--- config.mk ---
export PLATFORM = sky130hd
export DESIGN_NAME = tt_stimulus_sequencer
export DESIGN_NICKNAME = d
export VERILOG_FILES = /design/src/rtl/tt_pkg.sv /design/src/rtl/tt_settle_counter.sv /design/src/rtl/tt_stimulus_sequencer.sv
export SDC_FILE = /design/constraint.sdc
export NUM_CORES = 1
export LEC_CHECK = 0
export ABC_AREA = 0
export CORE_MARGIN = 3
export CORE_UTILIZATION = 47
export DETAILED_ROUTE_END_ITERATION = 6
export PLACE_DENSITY = 0.86
export SLEW_MARGIN = 20
export SYNTH_ARGS = -nofsm -noshare
export SYNTH_HDL_FRONTEND = slang
export SYNTH_SLANG_ARGS = --single-unit
--- constraint.sdc ---
create_clock -name clk -period 1.8 [get_ports clk]
set_clock_uncertainty 0.15 [all_clocks]
set_input_delay 0.27 -clock clk [delete_from_list [all_inputs] [get_ports clk]]
set_output_delay 0.27 -clock clk [all_outputs]
set_load 0.02 [all_outputs]
--- src/rtl/tt_pkg.sv ---
// Shared types and helpers for the truth-table stimulus sequencer.
// Compare logic in the top is gated by TT_COMPARE_EN.
package tt_pkg;

    typedef enum logic [1:0] {
        IDLE,
        RUN,
        DONE
    } state_t;

    localparam int CNT_W = 4;

    function automatic int ncomb(input int n);
        return 1 << n;
    endfunction

endpackage

--- src/rtl/tt_settle_counter.sv ---
// Loadable down-counter that parks at zero and flags it.
// Used to hold each input combination for its settle time.
module tt_settle_counter
    import tt_pkg::*;
(
    input  logic             clk,
    input  logic             rst,
    input  logic             load,
    input  logic [CNT_W-1:0] load_val,
    output logic             zero
);

    logic [CNT_W-1:0] cnt;

    always_ff @(posedge clk) begin
        if (rst) begin
            cnt <= '0;
        end else if (load) begin
            cnt <= load_val;
        end else if (cnt != '0) begin
            cnt <= cnt - 1'b1;
        end
    end

    assign zero = (cnt == '0);

endmodule

--- src/rtl/tt_stimulus_sequencer.sv ---
// Sweeps all input combinations of an expression and captures its truth table.
// Define TT_COMPARE_EN to build the registered table/expected compare.
module tt_stimulus_sequencer
    import tt_pkg::*;
#(
    parameter int N_IN   = 2,
    parameter int SETTLE = 1
) (
    input  logic                    clk,
    input  logic                    rst,
    input  logic                    start,
    output logic [N_IN-1:0]         x_out,
    input  logic                    dut_result,
    output logic                    busy,
    output logic                    done,
    output logic [ncomb(N_IN)-1:0]  table_out,
    input  logic [ncomb(N_IN)-1:0]  expected,
    output logic                    match
);

    localparam int NC = ncomb(N_IN);
    localparam logic [CNT_W-1:0] SETTLE_V = CNT_W'(SETTLE);

    state_t          state, state_n;
    logic [N_IN-1:0] combo, combo_n;
    logic [NC-1:0]   tbl, tbl_n;
    logic            busy_n, done_n;
    logic            load, accept, finish, zero;

    tt_settle_counter u_cnt (
        .clk      (clk),
        .rst      (rst),
        .load     (load),
        .load_val (SETTLE_V),
        .zero     (zero)
    );

    always_ff @(posedge clk) begin
        if (rst) begin
            state <= IDLE;
            combo <= '0;
            tbl   <= '0;
            busy  <= 1'b0;
            done  <= 1'b0;
        end else begin
            state <= state_n;
            combo <= combo_n;
            tbl   <= tbl_n;
            busy  <= busy_n;
            done  <= done_n;
        end
    end

    always_comb begin
        state_n = state;
        combo_n = combo;
        tbl_n   = tbl;
        busy_n  = busy;
        done_n  = done;
        load    = 1'b0;
        accept  = 1'b0;
        finish  = 1'b0;
        unique case (state)
            IDLE, DONE: begin
                if (start) begin
                    state_n = RUN;
                    combo_n = '0;
                    tbl_n   = '0;
                    busy_n  = 1'b1;
                    done_n  = 1'b0;
                    load    = 1'b1;
                    accept  = 1'b1;
                end
            end
            RUN: begin
                if (zero) begin
                    tbl_n[combo] = dut_result;
                    if (&combo) begin
                        state_n = DONE;
                        busy_n  = 1'b0;
                        done_n  = 1'b1;
                        finish  = 1'b1;
                    end else begin
                        combo_n = combo + 1'b1;
                        load    = 1'b1;
                    end
                end
            end
            default: state_n = IDLE;
        endcase
    end

    assign x_out     = combo;
    assign table_out = tbl;

`ifdef TT_COMPARE_EN
    logic match_q;

    // Compare the final table including the bit captured on this edge.
    always_ff @(posedge clk) begin
        if (rst) begin
            match_q <= 1'b0;
        end else if (finish) begin
            match_q <= (tbl_n == expected);
        end else if (accept) begin
            match_q <= 1'b0;
        end
    end

    assign match = match_q;
`else
    logic unused_ok;

    assign unused_ok = accept & finish & (^expected);
    assign match     = 1'b0 & unused_ok;
`endif

endmodule

* Yosys cells after proc, flatten, opt, wreduce, memory -nomap -nowiden *
Index checks and enable logic that the tools add are counted.

storage, ports and cells
  input bits = 8
  output and inout port bits = 9
  bits in registers = 14
  word-level logic and storage cells = 58

cells by class
  magnitude comparators = 2
  $add $sub $neg = 2
  equal/unequal tests = 6
  reduce and logical (&&, ||, !) cells = 13
  muxes and demuxes = 28

operators by type and width
  cell                                                        number
  2-to-1 mux 1 bit                                            12
  2-to-1 mux 2 bit                                            6
  2-to-1 mux 4 bit                                            2
  one-hot mux 2 bit (2 select lines)                          2
  one-hot mux 4 bit (2 select lines)                          1
  AND reduction 4 bit                                         2
  inequality test 2 bit, second input constant                3
  one-hot mux 1 bit (2 select lines)                          3
  AND reduction 3 bit                                         2
  bitwise mux 4 bit                                           1
  zero test 4 bit                                             1
  nonzero test 2 bit                                          2
  nonzero test 4 bit                                          1
  OR reduction 2 bit                                          2
  subtractor 4 x 1 -> 4 bit, second input constant            1
  less-than comparator 2 x 3 -> 1 bit, second input constant  1
  adder 2 x 1 -> 2 bit, second input constant                 1
  demux 1 bit (select 2 bit)                                  1
  equality test 2 x 1 -> 1 bit, second input constant         1
  equality test 2 bit, second input constant                  1
  >= comparator 2 x 1 -> 1 bit, second input constant         1
  zero test 2 bit                                             1
  inequality test 2 x 1 -> 1 bit, second input constant       1
  AND reduction 2 bit                                         1
  logical AND 1 bit                                           1

* Logic depth before layout (Yosys ltp) *
Gate-level depths: netlist (run 1).

  depth after elaboration = 7
  mapped depth = 5
  mapped depth without buffers = 5

* Cells and area by module *
From an unflattened synthesis (run 1), not the netlist that was laid out.

second synthesis, totals
  cells, all modules = 79
  area total of the unflattened synthesis = 737.0 µm²

modules (own cells, without submodules)
  module                 cells an instance  times used  area each (µm²)  sequential area each (µm²)
  tt_stimulus_sequencer  55                 1           508.0            200.2
  tt_settle_counter      24                 1           229.0            80.1

* Least setup slack after synthesis (run 1) *
No wires, ideal clock.

  path kind = reg-to-reg
  start point = register u_cnt.cnt[0]
  end point = register u_cnt.cnt[0]
  arrival time = 1,274 ps
  path buffers = 0
  path slack = 248 ps
  cell stages (with the launch flop) = 6
  required time = 1,521 ps
  clock period less this slack = 1,552 ps
  setup time = 129 ps
  cell sequence = dfxtp_1 inv_1 ha_1 or3b_4 nor4_1 a311oi_1

between the ends
  cells in the longest elaborated chain, start to end = 4
  elaborated cells between the ends (all ways) = 8
  classes of those cells = add/sub (1); mux (4); reduce/logical (3)

ends and longest elaborated chain
  element                                                                            RTL line                 source
  start: declaration                                                                 tt_settle_counter.sv:13  logic [CNT_W-1:0] cnt;
  start signal: assignment                                                           tt_settle_counter.sv:19  cnt <= load_val;
  start signal: assignment                                                           tt_settle_counter.sv:21  cnt <= cnt - 1'b1;
  parallel branches: the longest is 4 deep, another holds subtractor 4 x 1 -> 4 bit  n/a

Several ways; the timed one is not identified. The select of a mux whose other input is x is not followed.
A chain may end at the register's enable or synchronous reset.

* Final worst setup path (run 1) *
  start point = register combo[1] (netlist: x_out[1])
  end point = output port x_out[1]

RTL lines
  element                   RTL line                     source
  start: declaration        tt_stimulus_sequencer.sv:25  logic [N_IN-1:0] combo, combo_n;
  start signal: assignment  tt_stimulus_sequencer.sv:47  combo <= combo_n;
  end: declaration          tt_stimulus_sequencer.sv:12  output logic [N_IN-1:0] x_out,

No word-level cell between the ends.

==> results of run 1 <==
-- state kept, by name, summed over array words and instances (netlist names) --
signal,flops
table_out,4
x_out,2
state,2
done,1
u_cnt.cnt,4
busy,1
-- kinds of logic after synthesis --
group,synth area share (%)
other cells,0.529
xor+xnor,1.23
simple gates,23.1
flops,39.5
buf+inv,4.94
mux,7.05
compound gates,13.1
fa+ha+maj,10.6
-- layer usage --
metal	track usage, %	part of all wire (%)
met1	18.5	47
met2	21.2	47
met3	6.37	4.7
met4	5.26	1.5
met5	0	0
-- worst max path at each step --
stage,from,slack [ns],to,cells after the start
2_1_floorplan,u_cnt.cnt[0],0.25,u_cnt.cnt[0],5
3_3_place_gp,start,0.18,x_out[1],4
3_5_place_dp,start,0.15,x_out[1],4
4_1_cts,x_out[1],0.08,x_out[1],1
5_1_grt,u_cnt.cnt[0],0.02,state[1],5
6_report,x_out[1],0.10,x_out[1],1
-- cell usage in the layout, fill, tap and decap left out, drive strengths merged, types with 2 or more instances in the layout --
cell and count:
or3b 2, a2111oi 2, mux2i 5, nor2 2
inv 5, nor3 3, dfxtp 14, nand3 9
nor3b 2, a21oi 2, nor2b 2, ha 6
clkdlybuf4s50 11, clkbuf 3, nand2 3, buf 2
-- power groups by stage --
stage	logic, mW	registers, mW	clock network, mW
after floorplan	0.187	0.372	0
after global placement	0.237	0.368	0
after detailed placement	0.246	0.370	0
after CTS	0.246	0.363	0.179
after global routing	0.267	0.366	0.189
final	0.244	0.362	0.170
-- per-stage QoR --
| stage | power [mW] | hold slack, ns | area (µm²) |
|---|---|---|---|
| after global placement | 0.605 | 0.295 | 837 |
| after CTS | 0.788 | 0.320 | 860 |
| after global routing | 0.822 | 0.344 | 860 |
| after detailed placement | 0.615 | 0.309 | 837 |
| final | 0.777 | 0.315 | 860 |
| after floorplan | 0.559 | 0.189 | 709 |
-- area by class of cell --
class / count / share of cell area (%)
repair buffers: 13 / 14.6
inverters: 5 / 2.18
well taps: 15 / 2.18
flip-flops and latches: 14 / 32.6
clock buffers: 3 / 2.62
multi-input cells: 50 / 45.9
==> results.md, run 1 <==
- Peak VDD IR: 0.794 mV
- DRC viols: 0
- Hold buffers post-CTS: 0
- Unrepaired setup endpoints after global routing: no
- Power per cell area: 904 nW/µm²
- Clk slew on worst S/H paths: 0.08 ns
- CP required: 1.38 ns
- WP data arrival: 1.28 ns
- Port Buffers: 11
- Async SR Flop Fraction: 0%
- Vias: 566
- Post-synth top area share: 39.5%
- Cts repair resizes: 0
- Delay-heaviest family, CP: buffers and inverters
- Syn Std Cell Area: 709 µm²
- Gate Count Post-Synth: 72
- Share of post-route cells with drive strength above 1: 11.8%
- Final setup violation count: 0
- Cell variety after synth: 31
- Area occupied by multi-input gates: 394 µm²
- P&R area growth vs syn: 21.2%
- Avg Cell Area, Syn: 9.85 µm²
- First-pass iteration count of the detailed router: 2
- Tcrit/Tclk final: 94.4%
- Initial antenna violation count: 0
- YS warnings: 0
- Num rows: 13
- Die width: 44.9 µm
- Ys flop type: dfxtp_1
- Net Sw Frac: 32.1%
- Reg area: 280 µm²
- Setup slack at placement: 0.150 ns
- Initial DRC Count: 11
- Crit path capture type: primary output
- Crit-path slowest cell: clkdlybuf4s50_1
- Routed Antenna Nets: 0
- Crit Reg-Reg Startpoint: u_cnt.cnt[0]
- Die area: 2010 µm²
- First-pass GRT wire length: 2.07 mm
- Nets: 101
- Worst Reg2Reg Path Length in Cells: 5
- Max cap viols: 0
- Via density: 5.66
- Final core occ: 63.7%
- Core box area: 1350 µm²
- Synth top area cells: dfxtp_1 40%, ha_1 11%, mux2i_1 7.1%
- I/O pin cnt: 17
- Worst skew pair latency: 0.28 ns
- Status: complete, no violations
- Most common cell in the netlist: dfxtp_1
- Critical path buffer and inverter count: 1
- Hold Fails Final Rpt: 0
- Combinational power share: 31.5%
- Final Max Slew Viols: 0
- Sw Pwr: 0.250 mW
- Die H: 44.9 µm
- Clock power frac: 21.9%
- CP peak stage delay: 0.62 ns
- Drt total wl: 1.32 mm
- Clk buf depth: 2
- Number of synthesized flops with an enable pin: 0
- R2r endpoint: x_out[1]
- Hold Path End: done
- TritonCTS buffer count: 3
- Lkg Pwr: 0.355 nW
- Sequential area share after synthesis: 39.5%
- Post-CTS Setup Inserts: 0
- Final std cells w/o fill: 100
- #FFs+latches synth: 14
- Setup_tns: 0 ns
- Root buf cell: clkbuf_4
- Cell accounting for the most synthesized area: dfxtp_1
- Initial core utilization: 52.5%
- Placer Congestion: 0.710
- Routed WL per cell: 13.2 µm
- Sequential fraction of design power: 46.6%
- Final WS setup: 0.100 ns
- GRT overflow: 0
- Number of fill cells: 114
- Cells after DPL: 97
- H-Tree Depth: 1
- Post-detail-place hpwl: 1.04 mm
- TritonCTS clock tree: built
- Antenna diodes: 0
- Worst hold stages: 2
- Sinks on Clock Net: 14
- Min Clock Period, post-route: 1.70 ns
- Max Fclk: 588 MHz
- Vias in the first global route: 492
- Worst-path fanout max: 4
- Most frequent cells after synthesis: 14 x dfxtp_1, 9 x nand3_1, 6 x ha_1, 5 x inv_1, 5 x mux2i_1
- Internal Power: 0.528 mW
- Hold Startpoint: done
- Syn nets: 86
- Critical-path cell list: clkdlybuf4s50_1
- Reg-to-reg slack, setup: 0.12 ns
- Hold Path Class: flip-flop to flip-flop
- Crit start category: flip-flop
- Largest net degree at the start of global routing: 11
- WS Path Type: flip-flop to primary output
- Gr usage total: 14.4%
(Power assumes the default switching activity.)
==> run 2, diff against run 1 <==
==> constraint.sdc (replaced) <==
create_clock -name clk -period 1.8 [get_ports clk]
set_clock_uncertainty 0.15 [all_clocks]
set_input_delay 0.27 -clock clk [delete_from_list [all_inputs] [get_ports clk]]
set_output_delay 0.27 -clock clk [all_outputs]
set_load 0.01 [all_outputs]
==> results of run 2 <==
The final DEF is identical to that of run 1. Status: complete, no violations.
Main changes from that run: setup slack after layout 0.100 ns -> 0.123 ns; start point of the critical path x_out[1] -> u_cnt.cnt[0]; total power 0.777 mW -> 0.771 mW
==> run 3, diff against run 2 <==
--- a/config.mk
+++ b/config.mk
@@ -6,11 +6,13 @@
 export NUM_CORES = 1
 export LEC_CHECK = 0
 export ABC_AREA = 0
-export CORE_MARGIN = 3
-export CORE_UTILIZATION = 47
+export CORE_AREA = 3 3 40 42
 export DETAILED_ROUTE_END_ITERATION = 6
-export PLACE_DENSITY = 0.86
+export DIE_AREA = 0 0 43 45
+export DONT_BUFFER_PORTS = 1
+export PLACE_DENSITY = 0.81
 export SLEW_MARGIN = 20
 export SYNTH_ARGS = -nofsm -noshare
 export SYNTH_HDL_FRONTEND = slang
+export SYNTH_HIERARCHICAL = 1
 export SYNTH_SLANG_ARGS = --single-unit
==> run 3 against run 2 <==
  * Power rose by 20%
  * Sequential power is 6.6% higher
  * Combinational power grew 54%
  * Count of clock-buffer cells in the layout unchanged
  * Register-to-register slack lost 0.07 ns
  * Setup slack got worse by 0.066 ns
  * Die area decreased by 3.8%
  * Via count rose by 4.8%
  * Area after synthesis grew 3.9%
  * Sequential share of layout area decreased by 0.87 points
  * Non-clock buffer count fell by 3
  * Global-route usage grew 3.0 points
==> results.md, run 3 <==
- Status: complete, no violations
- Root buf cell: clkbuf_4
- Lkg Pwr: 0.355 nW
- Most common cell after layout, fill and taps aside: dfxtp_1
- Slew HR: 66.6%
- TritonCTS clock tree: built
- Vias: 593
- Clk slew on worst S/H paths: 0.08 ns
- Initial DRC Count: 13
- Most frequent cells in the layout: 13 x dfxtp_1, 6 x nor3_1, 6 x buf_4
- YS warnings: 6
- Hold Path Class: input port to flip-flop
- Tcrit/Tclk final: 96.8%
- Core box area: 1280 µm²
- Synth top area cells: dfxtp_1 38%, ha_1 8.5%, nand4b_1 4.8%
- Initial antenna violation count: 0
- Post-synth top area share: 38.0%
- Nets: 107
- Number of synthesized flops with an enable pin: 0
- Crit path capture type: flip-flop
- Slew @ Worst Pin: 0.499 ns
- Sequential area share after synthesis: 38.0%
- Die area: 1940 µm²
- Routed Antenna Nets: 0
- Cell variety after synth: 30
- Sinks on Clock Net: 14
- Worst skew pair latency: 0.28 ns
- TritonCTS buffer count: 3
- Via density: 5.54
- DRC viols: 0
- Unrepaired setup endpoints after global routing: no
- Initial core utilization: 57.4%
- Drt total wl: 1.52 mm
- Async SR Flop Fraction: 0%
- Placer Congestion: 0.705
- Crit start category: flip-flop
- GRT overflow: 0
- First-pass iteration count of the detailed router: 4
- Ys flop type: dfxtp_1
- #FFs+latches synth: 14
- P&R area growth vs syn: 20.4%
- Peak VDD IR: 0.591 mV
- Worst-path fanout max: 3
- Min Clock Period, post-route: 1.74 ns
- Cell accounting for the most synthesized area: dfxtp_1
- Gate Count Post-Synth: 79
- Post-route total power: 0.929 mW
- Final Max Slew Viols: 0
- Power per cell area: 1050 nW/µm²
- Share of post-route cells with drive strength above 1: 28.3%
- Hold Fails Final Rpt: 0
- Final core occ: 69.0%
- Most common cell in the netlist: dfxtp_1
- Die H: 45 µm
- Num rows: 13
- First-pass GRT wire length: 2.42 mm
- WP data arrival: 1.78 ns
- Clk buf depth: 2
- CP peak stage delay: 0.36 ns
- Crit-path slowest cell: dfxtp_1
- Setup_tns: 0 ns
- Final setup violation count: 0
- Antenna diodes: 0
- Syn Std Cell Area: 737 µm²
- Max cap viols: 0
- Critical-path cell list: inv_2 -> ha_2 -> nor3b_4 -> nand4bb_4 -> nand2_2 -> or2_2 -> o32ai_1
- Die width: 43 µm
- WS Path Type: flip-flop to flip-flop
- Routed WL per cell: 14.2 µm
- Port Buffers: 0
- CP required: 1.84 ns
- H-Tree Depth: 1
- Most frequent cells after synthesis: 14 x dfxtp_1, 6 x nand2_1, 6 x nor3_1, 5 x a21oi_1, 5 x ha_1
- I/O pin cnt: 17
- Avg Cell Area, Syn: 9.33 µm²
- Vias in the first global route: 570
- Post-detail-place hpwl: 996 µm
- Largest net degree at the start of global routing: 13
- Gr usage total: 17.4%
- Max Fclk: 574 MHz
-- run 3: routing by layer --
layer / wire (µm) / global-route usage [%] / share of wire (%) / up-vias
met3: 91 / 9.96 / 6.0 / 2
met1: 678 / 20.1 / 45 / 280
li1: - / - / - / 297
met4: 12 / 7.23 / 0.79 / 0
met5: 0 / 0 / 0 / -
met2: 734 / 26.6 / 48 / 14
-- run 3: what timing repair did --
action	in CTS	in global routing
endpoints found under the hold margin	12	0
endpoints found under the setup margin	0	6
setup buffers	0	2
hold buffers	2	0
gates resized for setup	0	10
-- run 3: worst paths after layout --
path / start / to / slack, ns / cells after the start
worst max register to register: u_cnt/cnt[1] / u_cnt/cnt[3] / 0.06 / 7
worst min register to register: table_out[3] / table_out[3] / 0.39 / 2
worst max-delay path: u_cnt/cnt[1] / u_cnt/cnt[3] / 0.06 / 7
worst min-delay path: start / state[1] / 0.02 / 2
-- run 3: area by class of cell --
type / instances / area, µm²
Multi-Input combinational cell: 60 / 458
Sequential cell: 14 / 282
Inverter: 5 / 18.8
Tap cell: 15 / 18.8
Clock buffer: 3 / 22.5
Timing Repair Buffer: 10 / 87.6
Fill cell: 114 / 398
-- run 3: worst max-delay path: cells and delay by family (launching register included) --
| family | cells | cell delay [ns] |
|---|---|---|
| simple gates | 4 | 0.68 |
| flops | 1 | 0.36 |
| compound gates | 1 | 0.23 |
| fa+ha+maj | 1 | 0.19 |
| buf+inv | 1 | 0.05 |
-- run 3: where the power goes --
part / switching, mW / internal, mW / leakage, nW
combinational: 0.161 / 0.208 / 0.227
clock: 0.0961 / 0.0777 / 0.0138
sequential: 0.0398 / 0.346 / 0.115
total: 0.297 / 0.632 / 0.355
-- run 3: logic make-up after synthesis --
kind of cell / Yosys count / synth area share [%]
adders and majority gates: 5 / 8.49
xor gates and xnor gates: 2 / 2.38
buffers and inverters: 8 / 5.09
AOI/OAI and AO/OA: 9 / 7.47
and+or+nand+nor: 35 / 31.9
DFF: 14 / 38.0
muxes: 4 / 5.60
other: 2 / 1.02
-- run 3: per-stage QoR --
stage	hold slack (ns)	instances	area [µm²]	setup slack, ns
2_1_floorplan	0.199	82	748	0.0387
3_3_place_gp	0.187	100	793	0.0782
3_5_place_dp	0.187	100	793	0.0466
4_1_cts	0.00804	105	836	0.0149
5_1_grt	0.0231	107	887	0.00408
6_report	0.0170	107	887	0.0578
